[config.mk]
export PLATFORM = sky130hd
export DESIGN_NAME = meas_result_framer_flat
export DESIGN_NICKNAME = d
export VERILOG_FILES = /design/src/rtl/meas_result_framer_pkg.sv /design/src/rtl/meas_result_framer_if.sv /design/src/rtl/meas_result_framer.sv /design/src/flat_wrapper.sv
export SDC_FILE = /design/constraint.sdc
export NUM_CORES = 1
export LEC_CHECK = 0
export CORE_MARGIN = 1.5
export CORE_UTILIZATION = 40
export CTS_CLUSTER_DIAMETER = 100
export CTS_CLUSTER_SIZE = 28
export DETAILED_ROUTE_END_ITERATION = 6
export PLACE_DENSITY = 0.67
export SYNTH_ARGS = -nofsm -noshare
export SYNTH_HDL_FRONTEND = slang
export SYNTH_SLANG_ARGS = --single-unit
[constraint.sdc]
create_clock -name clk -period 7.04 [get_ports clk]
set_input_delay 1.408 -clock clk [delete_from_list [all_inputs] [get_ports clk]]
set_output_delay 1.408 -clock clk [all_outputs]
set_load 0.02 [all_outputs]
[src/rtl/meas_result_framer_pkg.sv]
// Shared constants and state type for the measurement result framer.
// Frame layout: AA 55 CMD LEN STATUS, four 16-bit results MSB first, then CHK.
package meas_frame_pkg;

    localparam logic [7:0] HDR0       = 8'hAA;
    localparam logic [7:0] HDR1       = 8'h55;
    localparam logic [7:0] FRAME_LEN  = 8'h09;
    localparam int         FRAME_BYTES = 14;
    localparam logic [3:0] LAST_IDX   = 4'(FRAME_BYTES - 1);

    localparam int STATUS_TIMEOUT_BIT = 0;

    typedef enum logic [1:0] {
        IDLE = 2'd0,
        ARM  = 2'd1,
        SEND = 2'd2
    } state_e;

endpackage

[src/rtl/meas_result_framer_if.sv]
// Bundles the engine control/result signals and the outbound byte stream.
// Byte stream: a byte transfers on a rising edge where tx_valid && tx_ready; once tx_valid
// is high, tx_data/tx_last hold until that transfer and tx_valid stays high for the frame.
interface meas_result_framer_if;

    logic        trig;
    logic        busy;
    logic        measure_start;
    logic        measure_done;
    logic [15:0] high_time;
    logic [15:0] low_time;
    logic [15:0] period_time;
    logic [15:0] duty_cycle;
    logic [7:0]  tx_data;
    logic        tx_valid;
    logic        tx_ready;
    logic        tx_last;

    modport master (
        input  trig, measure_done, high_time, low_time, period_time, duty_cycle, tx_ready,
        output busy, measure_start, tx_data, tx_valid, tx_last
    );

    modport slave (
        output trig, measure_done, high_time, low_time, period_time, duty_cycle, tx_ready,
        input  busy, measure_start, tx_data, tx_valid, tx_last
    );

endinterface

[src/rtl/meas_result_framer.sv]
// Arms the measurement engine on trig, captures its results (or a timeout),
// and streams them out as a 14-byte checksummed frame.
module meas_result_framer
    import meas_frame_pkg::*;
#(
    parameter logic [7:0]  CMD_CODE       = 8'h0A,
    parameter logic [31:0] TIMEOUT_CYCLES = 32'd50_000_000
) (
    input  logic                 clk,
    input  logic                 rst_n,
    meas_result_framer_if.master bus,
    output state_e               dbg_state_o
);

    state_e      state_q, state_d;
    logic [3:0]  idx_q, idx_d;
    logic [31:0] tmo_q, tmo_d;
    logic [15:0] high_q, high_d;
    logic [15:0] low_q, low_d;
    logic [15:0] per_q, per_d;
    logic [15:0] duty_q, duty_d;
    logic [7:0]  status_q, status_d;
    logic [7:0]  chk;
    logic        tmo_hit;

    always_ff @(posedge clk) begin
        if (!rst_n) begin
            state_q  <= IDLE;
            idx_q    <= '0;
            tmo_q    <= '0;
            high_q   <= '0;
            low_q    <= '0;
            per_q    <= '0;
            duty_q   <= '0;
            status_q <= '0;
        end else begin
            state_q  <= state_d;
            idx_q    <= idx_d;
            tmo_q    <= tmo_d;
            high_q   <= high_d;
            low_q    <= low_d;
            per_q    <= per_d;
            duty_q   <= duty_d;
            status_q <= status_d;
        end
    end

    // Timeout fires on the TIMEOUT_CYCLES-th ARM cycle (counter starts at 0).
    assign tmo_hit = (TIMEOUT_CYCLES != 32'd0) && (tmo_q == TIMEOUT_CYCLES - 32'd1);

    always_comb begin
        state_d  = state_q;
        idx_d    = idx_q;
        tmo_d    = tmo_q;
        high_d   = high_q;
        low_d    = low_q;
        per_d    = per_q;
        duty_d   = duty_q;
        status_d = status_q;
        unique case (state_q)
            IDLE: begin
                tmo_d = '0;
                idx_d = '0;
                if (bus.trig && !bus.measure_done) begin
                    state_d = ARM;
                end
            end
            ARM: begin
                tmo_d = tmo_q + 32'd1;
                if (bus.measure_done) begin
                    high_d   = bus.high_time;
                    low_d    = bus.low_time;
                    per_d    = bus.period_time;
                    duty_d   = bus.duty_cycle;
                    status_d = '0;
                    idx_d    = '0;
                    state_d  = SEND;
                end else if (tmo_hit) begin
                    high_d   = '0;
                    low_d    = '0;
                    per_d    = '0;
                    duty_d   = '0;
                    status_d = '0;
                    status_d[STATUS_TIMEOUT_BIT] = 1'b1;
                    idx_d    = '0;
                    state_d  = SEND;
                end
            end
            SEND: begin
                if (bus.tx_ready) begin
                    if (idx_q == LAST_IDX) begin
                        idx_d   = '0;
                        state_d = IDLE;
                    end else begin
                        idx_d = idx_q + 4'd1;
                    end
                end
            end
            default: begin
                state_d = IDLE;
            end
        endcase
    end

    // Checksum covers CMD through the last data byte; header bytes excluded.
    assign chk = CMD_CODE + FRAME_LEN + status_q
               + high_q[15:8] + high_q[7:0] + low_q[15:8] + low_q[7:0]
               + per_q[15:8]  + per_q[7:0]  + duty_q[15:8] + duty_q[7:0];

    always_comb begin
        bus.tx_data = 8'h00;
        if (state_q == SEND) begin
            case (idx_q)
                4'd0:    bus.tx_data = HDR0;
                4'd1:    bus.tx_data = HDR1;
                4'd2:    bus.tx_data = CMD_CODE;
                4'd3:    bus.tx_data = FRAME_LEN;
                4'd4:    bus.tx_data = status_q;
                4'd5:    bus.tx_data = high_q[15:8];
                4'd6:    bus.tx_data = high_q[7:0];
                4'd7:    bus.tx_data = low_q[15:8];
                4'd8:    bus.tx_data = low_q[7:0];
                4'd9:    bus.tx_data = per_q[15:8];
                4'd10:   bus.tx_data = per_q[7:0];
                4'd11:   bus.tx_data = duty_q[15:8];
                4'd12:   bus.tx_data = duty_q[7:0];
                default: bus.tx_data = chk;
            endcase
        end
    end

    assign bus.tx_valid      = (state_q == SEND);
    assign bus.tx_last       = (state_q == SEND) && (idx_q == LAST_IDX);
    assign bus.measure_start = (state_q == ARM);
    assign bus.busy          = (state_q != IDLE);
    assign dbg_state_o       = state_q;

endmodule

[src/flat_wrapper.sv]
// flat-port wrapper written by rule: the top's interface ports become plain ports
module meas_result_framer_flat import meas_frame_pkg::*;
#(
    parameter logic [7:0]  CMD_CODE       = 8'h0A,
    parameter logic [31:0] TIMEOUT_CYCLES = 32'd50_000_000
)
  (clk, rst_n, dbg_state_o, bus_trig, bus_measure_done, bus_high_time, bus_low_time, bus_period_time, bus_duty_cycle, bus_tx_ready, bus_busy, bus_measure_start, bus_tx_data, bus_tx_valid, bus_tx_last);
  meas_result_framer_if bus_i ();
  input  logic clk;
  input  logic rst_n;
  output state_e dbg_state_o;
  input wire logic [$bits(bus_i.trig)-1:0] bus_trig;
  input wire logic [$bits(bus_i.measure_done)-1:0] bus_measure_done;
  input wire logic [$bits(bus_i.high_time)-1:0] bus_high_time;
  input wire logic [$bits(bus_i.low_time)-1:0] bus_low_time;
  input wire logic [$bits(bus_i.period_time)-1:0] bus_period_time;
  input wire logic [$bits(bus_i.duty_cycle)-1:0] bus_duty_cycle;
  input wire logic [$bits(bus_i.tx_ready)-1:0] bus_tx_ready;
  output wire logic [$bits(bus_i.busy)-1:0] bus_busy;
  output wire logic [$bits(bus_i.measure_start)-1:0] bus_measure_start;
  output wire logic [$bits(bus_i.tx_data)-1:0] bus_tx_data;
  output wire logic [$bits(bus_i.tx_valid)-1:0] bus_tx_valid;
  output wire logic [$bits(bus_i.tx_last)-1:0] bus_tx_last;
  assign bus_i.trig = bus_trig;
  assign bus_i.measure_done = bus_measure_done;
  assign bus_i.high_time = bus_high_time;
  assign bus_i.low_time = bus_low_time;
  assign bus_i.period_time = bus_period_time;
  assign bus_i.duty_cycle = bus_duty_cycle;
  assign bus_i.tx_ready = bus_tx_ready;
  assign bus_busy = bus_i.busy;
  assign bus_measure_start = bus_i.measure_start;
  assign bus_tx_data = bus_i.tx_data;
  assign bus_tx_valid = bus_i.tx_valid;
  assign bus_tx_last = bus_i.tx_last;
  meas_result_framer #(.CMD_CODE(CMD_CODE), .TIMEOUT_CYCLES(TIMEOUT_CYCLES)) u_core (.clk(clk), .rst_n(rst_n), .bus(bus_i), .dbg_state_o(dbg_state_o));
endmodule
==> run metrics <==
Rel. slew slack=0.301; Post-synth ARST share=0; Starting Density=0.406; Tot Pwr=1.31 mW; crit path launch=u_core.duty_q[3]; P&R area growth vs syn=18.8%; most common cell after layout, fill and taps aside=dfxtp_1; final slew viol count=0; pwr dens=165 nW/um^2; Worst VDD drop=0.158 mV; clk slew on worst S/H paths=0.07 ns; Area after DPL=7610 sq um; met3 usage=0.0496; final design utilization=0.483; Placer Congestion=0.877; worst-case clock buffer depth=2; initial antenna violation count=0; crit path cell chain=inv_1 -> fa_1 -> inv_1 -> fa_1 -> fa_1 -> inv_1 -> fa_1 -> inv_1 -> ha_1 -> a21o_1 -> a21oi_1 -> o21ai_0 -> xnor2_1 -> o211a_1 -> clkdlybuf4s50_1; worst path bufs/invs=5; Die ar.=17500 sq um; average cell area after synthesis=8.29 sq um; crit path launch type=flop; Synth Net Count=927; wire per inst=16.1 microns; Critical Path Slowest Stage Cell=clkdlybuf4s50_1; setup TNS=0 ns; first-pass GRT wire length=28300 microns; Tmin final=6.42 ns; max_cap viols=0; ANT cells=0; IO Count=83; Setup Viol. Count Final=0; worst-margin pin slew=1.05 ns; Critical Path AT=5.01 ns; GR peak layer=met2; status=finished, final reports clean; IO buf count=82; Top FF cell, synth=dfxtp_1; final wirelength=17400 microns; clock sinks=103; htree depth=3; Post-synth EDFFs=0; DP Worst Slack=1.02 ns; antenna-violating nets left=0; First DRT Iteration DRCs=371; fin area=7920 sq um; CP Max Fanout=3; DR DRC count=0; CTS Buf Count=9; Hold Buf Count CTS=0; via count of the first global-routing pass=5543; sequential fraction of the synthesis area=0.309; Hold Crit Start=u_core.low_q[10]; Vias=5613; Lkg Pwr=2.83 nW; Hold Violations, Final=0; FILL cells=1550; Final Skew=0.00828 ns; Die Width=132 microns; fin crit share=0.912; worst r2r src=u_core.dbg_state_o[1]; Required @ worst endpoint=5.63 ns; Max Fclk=156 MHz; Core Area=16400 sq um; Crit path max-delay family=adder cells; num rows=47; clk root buf=clkbuf_16; synth unique cells=66; post-CTS sizing=0; drt first pass iters=7; grt total ovfl=0; Cell Area, Synth=6670 sq um; Hold Crit Class=reg -> reg; Largest stage delay, worst path=0.65 ns; CTS tree=yes; Final WS setup=0.617 ns; HPWL Detailed=12700 microns; type of element capturing the critical path=output pin; most frequent cells in the layout=dfxtp_1, nand2_1, inv_1; Tot GR Track Use=0.205; GR Layer Usage met2=0.362; Post-CTS Setup Inserts=0; synth warn=0; worst setup path class=reg -> out; Worst-Skew Late Latency=0.36 ns; via/cell ratio=5.21; Die H=132 microns; layout cells sized above 1=0.0524; Mapped Cells=804; Total Nets Final=976; met1 usage=0.250; #FFs+latches synth=103; largest net degree at the start of global routing=75; RSZ-0062 raised after global routing=false
[where the power goes]
part	switching, mW	leakage (nW)	total [mW]	internal (mW)
clock	0.224	0.153	0.521	0.297
sequential	0.0122	0.832	0.605	0.592
combinational	0.0901	1.84	0.181	0.0911
[cells by family after synthesis]
family | count (synthesis) | share of synthesized area
and+or+nand+nor | 234 | 0.174
AOI/OAI and AO/OA | 224 | 0.214
buffers and inverters | 138 | 0.0807
DFF | 103 | 0.309
adders and majority gates | 54 | 0.145
xor gates and xnor gates | 42 | 0.0614
muxes | 9 | 0.0160
[worst register-to-register path, stage by stage (launching register included)]
cell and delay [ns]:
dfxtp_1 0.54, nand2b_2 0.31, buf_4 0.34, nor2_4 0.58, buf_4 0.44, nand2_1 0.17, a21boi_0 0.16
[path summary, 6_finish.rpt]
kind / slack (ns) / cells after the start / end
setup / recovery: 0.62 / 15 / bus_tx_data[7]
hold reg to reg: 0.49 / 2 / u_core.low_q[10]
setup reg to reg: 4.44 / 6 / u_core.low_q[3]
hold / removal: 0.49 / 2 / u_core.low_q[10]
[through the flow]
| step | hold slack (ns) | instances |
|---|---|---|
| 6_report | 0.487 | 1078 |
| 5_1_grt | 0.507 | 1078 |
| 4_1_cts | 0.488 | 1078 |
| 3_3_place_gp | 0.472 | 1062 |
| 3_5_place_dp | 0.476 | 1062 |
| 2_1_floorplan | 0.457 | 804 |
[Yosys cell counts (all sizes together), types with 2 or more instances]
library cell    n  area, sq um
a21oi          32          160
o211a           2         20.0
buf            10         57.6
o22ai           4         25.0
ha             15          188
mux2i           5         50.1
and4            5         43.8
nor3           11         60.1
and2            5         31.3
xnor2          18          158
or3             5         31.3
nor4            7         65.1
inv            86          323
nand2          96          363
o32ai           2         17.5
nor4b           3         26.3
a22oi           2         15.0
nor2b           8         50.1
o21a            2         15.0
dfxtp         103         2060
or2             4         25.0
nand4          10         68.8
a21boi         65          488
and3            4         25.0
xnor3           3         67.6
a222oi          2         20.0
nand2b          6         37.5
xor2           21          184
a32o            3         30.0
mux2            3         33.8
nand3          24          138
fa             39          781
clkbuf         42          158
a21o            3         22.5
nor2           42          160
nand3b          2         15.0
a31oi           4         40.0
a221oi          2         17.5
o21ai          91          463
[layer usage]
layer / vias up / routed length (microns)
met4: 0 / 233
met5: - / 0
met1: 2684 / 7470
met2: 113 / 8790
li1: 2802 / -
met3: 14 / 868
[state kept, by name (all words and copies together), names as in the netlist]
| name | cells |
|---|---|
| u_core.status_q | 1 |
| u_core.low_q | 16 |
| u_core.high_q | 16 |
| u_core.idx_q | 4 |
| u_core.duty_q | 16 |
| u_core.dbg_state_o | 2 |
| u_core.tmo_q | 32 |
| u_core.per_q | 16 |
[layout make-up]
type / count / area, sq um / area share
timing repair buffer: 90 / 876 / 0.111
inverter: 86 / 323 / 0.0408
sequential: 103 / 2060 / 0.260
tap: 220 / 275 / 0.0348
clock inverter: 4 / 52.6 / 0.00664
clock buffer: 12 / 256 / 0.0324
multi-input combinational: 563 / 4080 / 0.515
(Power assumes the default switching activity.)
